==> config.mk <==
export PLATFORM = sky130hd
export DESIGN_NAME = nand_seq_arb
export DESIGN_NICKNAME = d
export VERILOG_FILES = /design/src/rtl/nseq_pkg.sv /design/src/rtl/nand_unit.sv /design/src/rtl/nand_seq_arb.sv
export SDC_FILE = /design/constraint.sdc
export NUM_CORES = 1
export LEC_CHECK = 0
export CORE_MARGIN = 10
export CORE_UTILIZATION = 31
export DETAILED_ROUTE_END_ITERATION = 8
export PLACE_DENSITY = 0.53
export SETUP_SLACK_MARGIN = 0.2
export SLEW_MARGIN = 0
export SYNTH_ARGS = -nofsm -noshare
export SYNTH_HDL_FRONTEND = slang
export SYNTH_HIERARCHICAL = 1
export SYNTH_SLANG_ARGS = --single-unit
==> constraint.sdc <==
create_clock -name clk -period 3.8 [get_ports clk]
set_input_delay 0.76 -clock clk [delete_from_list [all_inputs] [get_ports clk]]
set_output_delay 0.76 -clock clk [all_outputs]
set_load 0.02 [all_outputs]
==> src/rtl/nseq_pkg.sv <==
// Shared definitions for the NAND microsequencer: opcodes, FSM states,
// step counts and the per-opcode microsequence table.
package nseq_pkg;

  localparam logic [2:0] OP_NAND    = 3'd0;
  localparam logic [2:0] OP_NOT_A   = 3'd1;
  localparam logic [2:0] OP_AND     = 3'd2;
  localparam logic [2:0] OP_OR      = 3'd3;
  localparam logic [2:0] OP_NOR     = 3'd4;
  localparam logic [2:0] OP_XOR     = 3'd5;
  localparam logic [2:0] OP_XNOR    = 3'd6;
  localparam logic [2:0] OP_ILLEGAL = 3'd7;

  localparam logic [2:0] STEPS_NAND  = 3'd1;
  localparam logic [2:0] STEPS_NOT_A = 3'd1;
  localparam logic [2:0] STEPS_AND   = 3'd2;
  localparam logic [2:0] STEPS_OR    = 3'd3;
  localparam logic [2:0] STEPS_NOR   = 3'd4;
  localparam logic [2:0] STEPS_XOR   = 3'd4;
  localparam logic [2:0] STEPS_XNOR  = 3'd5;

  typedef enum logic [1:0] {S_IDLE, S_EXEC, S_DONE} state_t;

  typedef enum logic [2:0] {SRC_A, SRC_B, SRC_T0, SRC_T1, SRC_T2} src_t;
  typedef enum logic [1:0] {DST_T0, DST_T1, DST_T2, DST_R} dst_t;

  typedef struct packed {
    src_t x;
    src_t y;
    dst_t dst;
  } ustep_t;

  function automatic logic [2:0] op_steps(input logic [2:0] op);
    case (op)
      OP_NAND:  return STEPS_NAND;
      OP_NOT_A: return STEPS_NOT_A;
      OP_AND:   return STEPS_AND;
      OP_OR:    return STEPS_OR;
      OP_NOR:   return STEPS_NOR;
      OP_XOR:   return STEPS_XOR;
      OP_XNOR:  return STEPS_XNOR;
      default:  return 3'd1;
    endcase
  endfunction

  function automatic ustep_t mk(input src_t x, input src_t y, input dst_t d);
    ustep_t u;
    u.x   = x;
    u.y   = y;
    u.dst = d;
    return u;
  endfunction

  // Intermediate results of NOR/XNOR land in a spare temporary so the
  // visible rsp_data only changes on the final step.
  function automatic ustep_t micro(input logic [2:0] op, input logic [2:0] step);
    ustep_t u;
    u = mk(SRC_A, SRC_B, DST_R);
    case (op)
      OP_NOT_A: u = mk(SRC_A, SRC_A, DST_R);
      OP_AND: begin
        case (step)
          3'd0:    u = mk(SRC_A, SRC_B, DST_T0);
          default: u = mk(SRC_T0, SRC_T0, DST_R);
        endcase
      end
      OP_OR, OP_NOR: begin
        case (step)
          3'd0:    u = mk(SRC_A, SRC_A, DST_T0);
          3'd1:    u = mk(SRC_B, SRC_B, DST_T1);
          3'd2:    u = mk(SRC_T0, SRC_T1, (op == OP_OR) ? DST_R : DST_T2);
          default: u = mk(SRC_T2, SRC_T2, DST_R);
        endcase
      end
      OP_XOR, OP_XNOR: begin
        case (step)
          3'd0:    u = mk(SRC_A, SRC_B, DST_T0);
          3'd1:    u = mk(SRC_A, SRC_T0, DST_T1);
          3'd2:    u = mk(SRC_B, SRC_T0, DST_T2);
          3'd3:    u = mk(SRC_T1, SRC_T2, (op == OP_XOR) ? DST_R : DST_T0);
          default: u = mk(SRC_T0, SRC_T0, DST_R);
        endcase
      end
      default: u = mk(SRC_A, SRC_B, DST_R);
    endcase
    return u;
  endfunction

endpackage

==> src/rtl/nand_unit.sv <==
// W-bit combinational NAND; the single shared evaluation resource.
module nand_unit #(
  parameter int W = 4
) (
  input  logic [W-1:0] a,
  input  logic [W-1:0] b,
  output logic [W-1:0] y
);

  assign y = ~(a & b);

endmodule

==> src/rtl/nand_seq_arb.sv <==
// Two-requester round-robin front end that evaluates Boolean ops as NAND
// microsequences. Optional NSEQ_USE_COUNT_EN adds a saturating nand_uses counter.
module nand_seq_arb
  import nseq_pkg::*;
#(
  parameter int W = 4
) (
  input  logic         clk,
  input  logic         reset,
  input  logic [1:0]   req_valid,
  output logic [1:0]   req_ready,
  input  logic [2:0]   req_op0,
  input  logic [2:0]   req_op1,
  input  logic [W-1:0] req_a0,
  input  logic [W-1:0] req_b0,
  input  logic [W-1:0] req_a1,
  input  logic [W-1:0] req_b1,
  output logic         rsp_valid,
  input  logic         rsp_ready,
  output logic [W-1:0] rsp_data,
  output logic         rsp_id,
  output logic         rsp_err
`ifdef NSEQ_USE_COUNT_EN
  ,
  output logic [15:0]  nand_uses
`endif
);

  state_t       state;
  logic [2:0]   op_q;
  logic [W-1:0] a_q, b_q;
  logic [W-1:0] t0, t1, t2;
  logic         id_q;
  logic [2:0]   step;
  logic         last_grant;

  logic [1:0]   grant;
  logic         gnt_id;
  logic [2:0]   op_sel;
  logic [W-1:0] a_sel, b_sel;
  ustep_t       us;
  logic [W-1:0] nx, ny, nout;
  logic         last_step;

  function automatic logic [W-1:0] pick(input src_t s, input logic [W-1:0] a,
                                        input logic [W-1:0] b, input logic [W-1:0] x0,
                                        input logic [W-1:0] x1, input logic [W-1:0] x2);
    case (s)
      SRC_A:   return a;
      SRC_B:   return b;
      SRC_T0:  return x0;
      SRC_T1:  return x1;
      default: return x2;
    endcase
  endfunction

  // Tie goes to whichever requester was not granted last.
  always_comb begin
    case (req_valid)
      2'b01:   grant = 2'b01;
      2'b10:   grant = 2'b10;
      2'b11:   grant = last_grant ? 2'b01 : 2'b10;
      default: grant = 2'b00;
    endcase
  end

  assign gnt_id    = grant[1];
  assign req_ready = (state == S_IDLE && !reset) ? grant : 2'b00;

  always_comb begin
    op_sel = gnt_id ? req_op1 : req_op0;
    a_sel  = gnt_id ? req_a1  : req_a0;
    b_sel  = gnt_id ? req_b1  : req_b0;
  end

  always_comb begin
    us        = micro(op_q, step);
    nx        = pick(us.x, a_q, b_q, t0, t1, t2);
    ny        = pick(us.y, a_q, b_q, t0, t1, t2);
    last_step = (step == 3'(op_steps(op_q) - 3'd1));
  end

  nand_unit #(.W(W)) u_nand (
    .a (nx),
    .b (ny),
    .y (nout)
  );

  always_ff @(posedge clk) begin
    if (reset) begin
      state      <= S_IDLE;
      rsp_valid  <= 1'b0;
      rsp_data   <= '0;
      rsp_id     <= 1'b0;
      rsp_err    <= 1'b0;
      t0         <= '0;
      t1         <= '0;
      t2         <= '0;
      step       <= '0;
      last_grant <= 1'b1;
    end else begin
      case (state)
        S_IDLE: begin
          if (|grant) begin
            op_q       <= op_sel;
            a_q        <= a_sel;
            b_q        <= b_sel;
            id_q       <= gnt_id;
            last_grant <= gnt_id;
            step       <= '0;
            if (op_sel == OP_ILLEGAL) begin
              rsp_data  <= '0;
              rsp_err   <= 1'b1;
              rsp_id    <= gnt_id;
              rsp_valid <= 1'b1;
              state     <= S_DONE;
            end else begin
              state <= S_EXEC;
            end
          end
        end
        S_EXEC: begin
          case (us.dst)
            DST_T0:  t0 <= nout;
            DST_T1:  t1 <= nout;
            DST_T2:  t2 <= nout;
            default: rsp_data <= nout;
          endcase
          step <= step + 3'd1;
          if (last_step) begin
            rsp_id    <= id_q;
            rsp_err   <= 1'b0;
            rsp_valid <= 1'b1;
            state     <= S_DONE;
          end
        end
        S_DONE: begin
          if (rsp_ready) begin
            rsp_valid <= 1'b0;
            state     <= S_IDLE;
          end
        end
        default: state <= S_IDLE;
      endcase
    end
  end

`ifdef NSEQ_USE_COUNT_EN
  always_ff @(posedge clk) begin
    if (reset)
      nand_uses <= '0;
    else if (state == S_EXEC && nand_uses != 16'hFFFF)
      nand_uses <= nand_uses + 16'd1;
  end
`endif

endmodule

==> results.cfg <==
[run_status]
status = finished, final reports clean

[floorplan]
start_util_pct = 31.5
dieArea_sq_um = 11700
die_h_um = 108
ios = 36
core_sq_um = 7610
fp.dieW_um = 108
rows = 32

[global_route]
grt_max_degree = 21
grt_pass1_wl_mm = 9.46
grt-ovfl-total = 0
grtUsageTotal_pct = 9.95
grt_pass1_vias = 1902
antenna_found_initial = 0

[logic_synthesis]
ys_top_cells_by_count = nand2_1 (26), dfxtp_1 (25), mux2_2 (17)
synth_top_cells_by_area = dfxtp_1 (21%), edfxtp_1 (15%), mux2_2 (8.0%)
syn_area_sq_um = 2400
yosys_warnings = 6
ys_ff_latch = 37
yosysTopAreaCellShare_pct = 20.9
postSynthCellCount = 250
seq_area_frac_synth_pct = 35.9
synth_async_sr_flop_share_pct = 0
post-synth-top-count-cell = nand2_1
synth_area_leader_cell = dfxtp_1
synth_edf_count = 12
netlist-cell-type-count = 59
syn_nets = 283
syn_area_per_cell_sq_um = 9.59
ys.flop_type = dfxtp_1

[placed_design]
dp_cells = 381
routabilityCongestion = 0.794
io_buffers = 35
dp_hpwl_mm = 4.36
dpl_cell_area_sq_um = 2850

[power_and_ir_drop]
power-per-cell-area_nw_per_um2 = 450
p_int_w = 0.000839
p_leak_nw = 1.10
clkPwrFrac_pct = 20.6
p_total_w = 0.00132
p_sw_w = 0.000483
comb_power_share_pct = 39.3
seq_power_share_pct = 40.2
swShare_pct = 36.5
vdd_drop_max_mv = 0.168

[setup_path]
critPathRequiredTime_ps = 3040
path_class = input pin to output pin
start_kind = input pin
crit_fanout = 5
cp.arrival_ps = 2390
endpoint_kind = output pin

[route]
wl_mm = 5.69
drc_errors = 0
drt_iter0_markers = 179
wl_per_cell_um = 14.6
ant_nets = 0
via_per_inst = 5.05
vias = 1963
firstDrtPassIters = 4

[sta]
finalHoldViolCount = 0
fin_setup_tns_ps = 0
setup_violations = 0
min_period_over_period_pct = 82.8
slew_violations = 0
rsz0062_at_grt = no
slew_headroom_pct = 61.1
post-route-min-period_ps = 3150
clock_skew_ps = 8.80
max_freq_mhz = 318
tightest_slew_ps = 582

[clock_network]
cts_setup_buffers = 0
numCtsBuffers = 5
ctsLongestPathBuffers = 2
clkSinkCount = 37
cts_tree = built
holdBufCountCts = 0
h-tree-depth = 2
path_clk_slew_ps = 80
cts_resized = 0
insertion_delay_ps = 300
ctsRootBufferMaster = clkbuf_8

[final_layout]
nets = 319
drive_gt1_share_pct = 18.1
fill_cells = 786
num_antenna_cells = 0
utilization_pct = 38.6
stdcell_count = 389
final_area_sq_um = 2930
area_delta_synth_final_pct = 22.3

[run]
max_cap_violations = 0

[min_path]
hp-class = flip-flop to flip-flop
[cell families after synthesis]
| family | share of synthesized area, % |
|---|---|
| buffers and inverters | 4.02 |
| flip-flops | 35.9 |
| adder cells (fa/ha/maj) | 3.13 |
| XOR/XNOR | 0.365 |
| AND/OR/NAND/NOR | 20.7 |
| AO/OA/AOI/OAI | 18.3 |
| multiplexers | 17.6 |
[worst max-delay path, stage by stage]
cell and delay [ps]:
clkdlybuf4s50_1 550, a21boi_2 270, and3_1 200, clkdlybuf4s50_1 610
[layout by cell type (no fill, tap or decap), drive strengths merged, types with 3 or more instances in the layout]
cell type / n
mux4: 4
o21ai: 12
nand3: 11
ha: 6
o21a: 3
a31oi: 3
mux2: 17
nand2: 28
nor2: 16
buf: 4
mux2i: 14
nor3: 11
a21oi: 12
clkbuf: 5
and3: 5
clkinv: 3
nand2b: 5
nor2b: 6
inv: 10
a21o: 3
dfxtp: 25
edfxtp: 12
a31o: 4
a211oi: 4
clkdlybuf4s50: 35
[power groups by stage]
stage | clock network, W | logic (W) | registers, W
2_1_floorplan | 0 | 0.000380 | 0.000529
5_1_grt | 0.000300 | 0.000575 | 0.000540
4_1_cts | 0.000283 | 0.000524 | 0.000531
3_5_place_dp | 0 | 0.000520 | 0.000539
6_report | 0.000272 | 0.000519 | 0.000531
3_3_place_gp | 0 | 0.000521 | 0.000537
[flip-flops by register name, summed over array words and instances, names as in the netlist, 2 cells and up]
name / count
t1: 4
op_q: 3
b_q: 4
rsp_data: 4
t0: 4
state: 2
t2: 4
step: 3
a_q: 4
[cell type report]
class / instances / area, sq um / share of cell area (%)
clock buffer: 5 / 68.8 / 2.35
clock inverter: 3 / 17.5 / 0.597
inverter: 10 / 37.5 / 1.28
multi-input combinational: 193 / 1440 / 49.1
sequential: 37 / 861 / 29.4
tap: 102 / 128 / 4.35
timing repair buffer: 39 / 380 / 13.0
[worst paths after layout]
check | start | to | slack (ps) | cells past startpoint
max | req_valid[1] | req_ready[1] | 650 | 4
min | rsp_data[1] | rsp_data[1] | 460 | 2
max reg2reg | step[1] | t2[2] | 900 | 12
min reg2reg | rsp_data[1] | rsp_data[1] | 460 | 2
[through the flow]
step | hold slack, ps | worst slack [ps]
finish | 462 | 653
global route | 480 | 520
CTS | 470 | 628
detailed placement | 453 | 641
global placement | 447 | 620
floorplan | 448 | 1110
[metal layers]
| layer | share of wire [%] | up-vias | GRT usage (%) |
|---|---|---|---|
| met5 | 0 | - | 0 |
| met4 | 1.4 | 0 | 4.01 |
| met3 | 5.9 | 5 | 2.50 |
| met2 | 44 | 63 | 15.3 |
| met1 | 48 | 893 | 13.1 |
| li1 | - | 1002 | - |
Power figures use the tool's default switching activity.
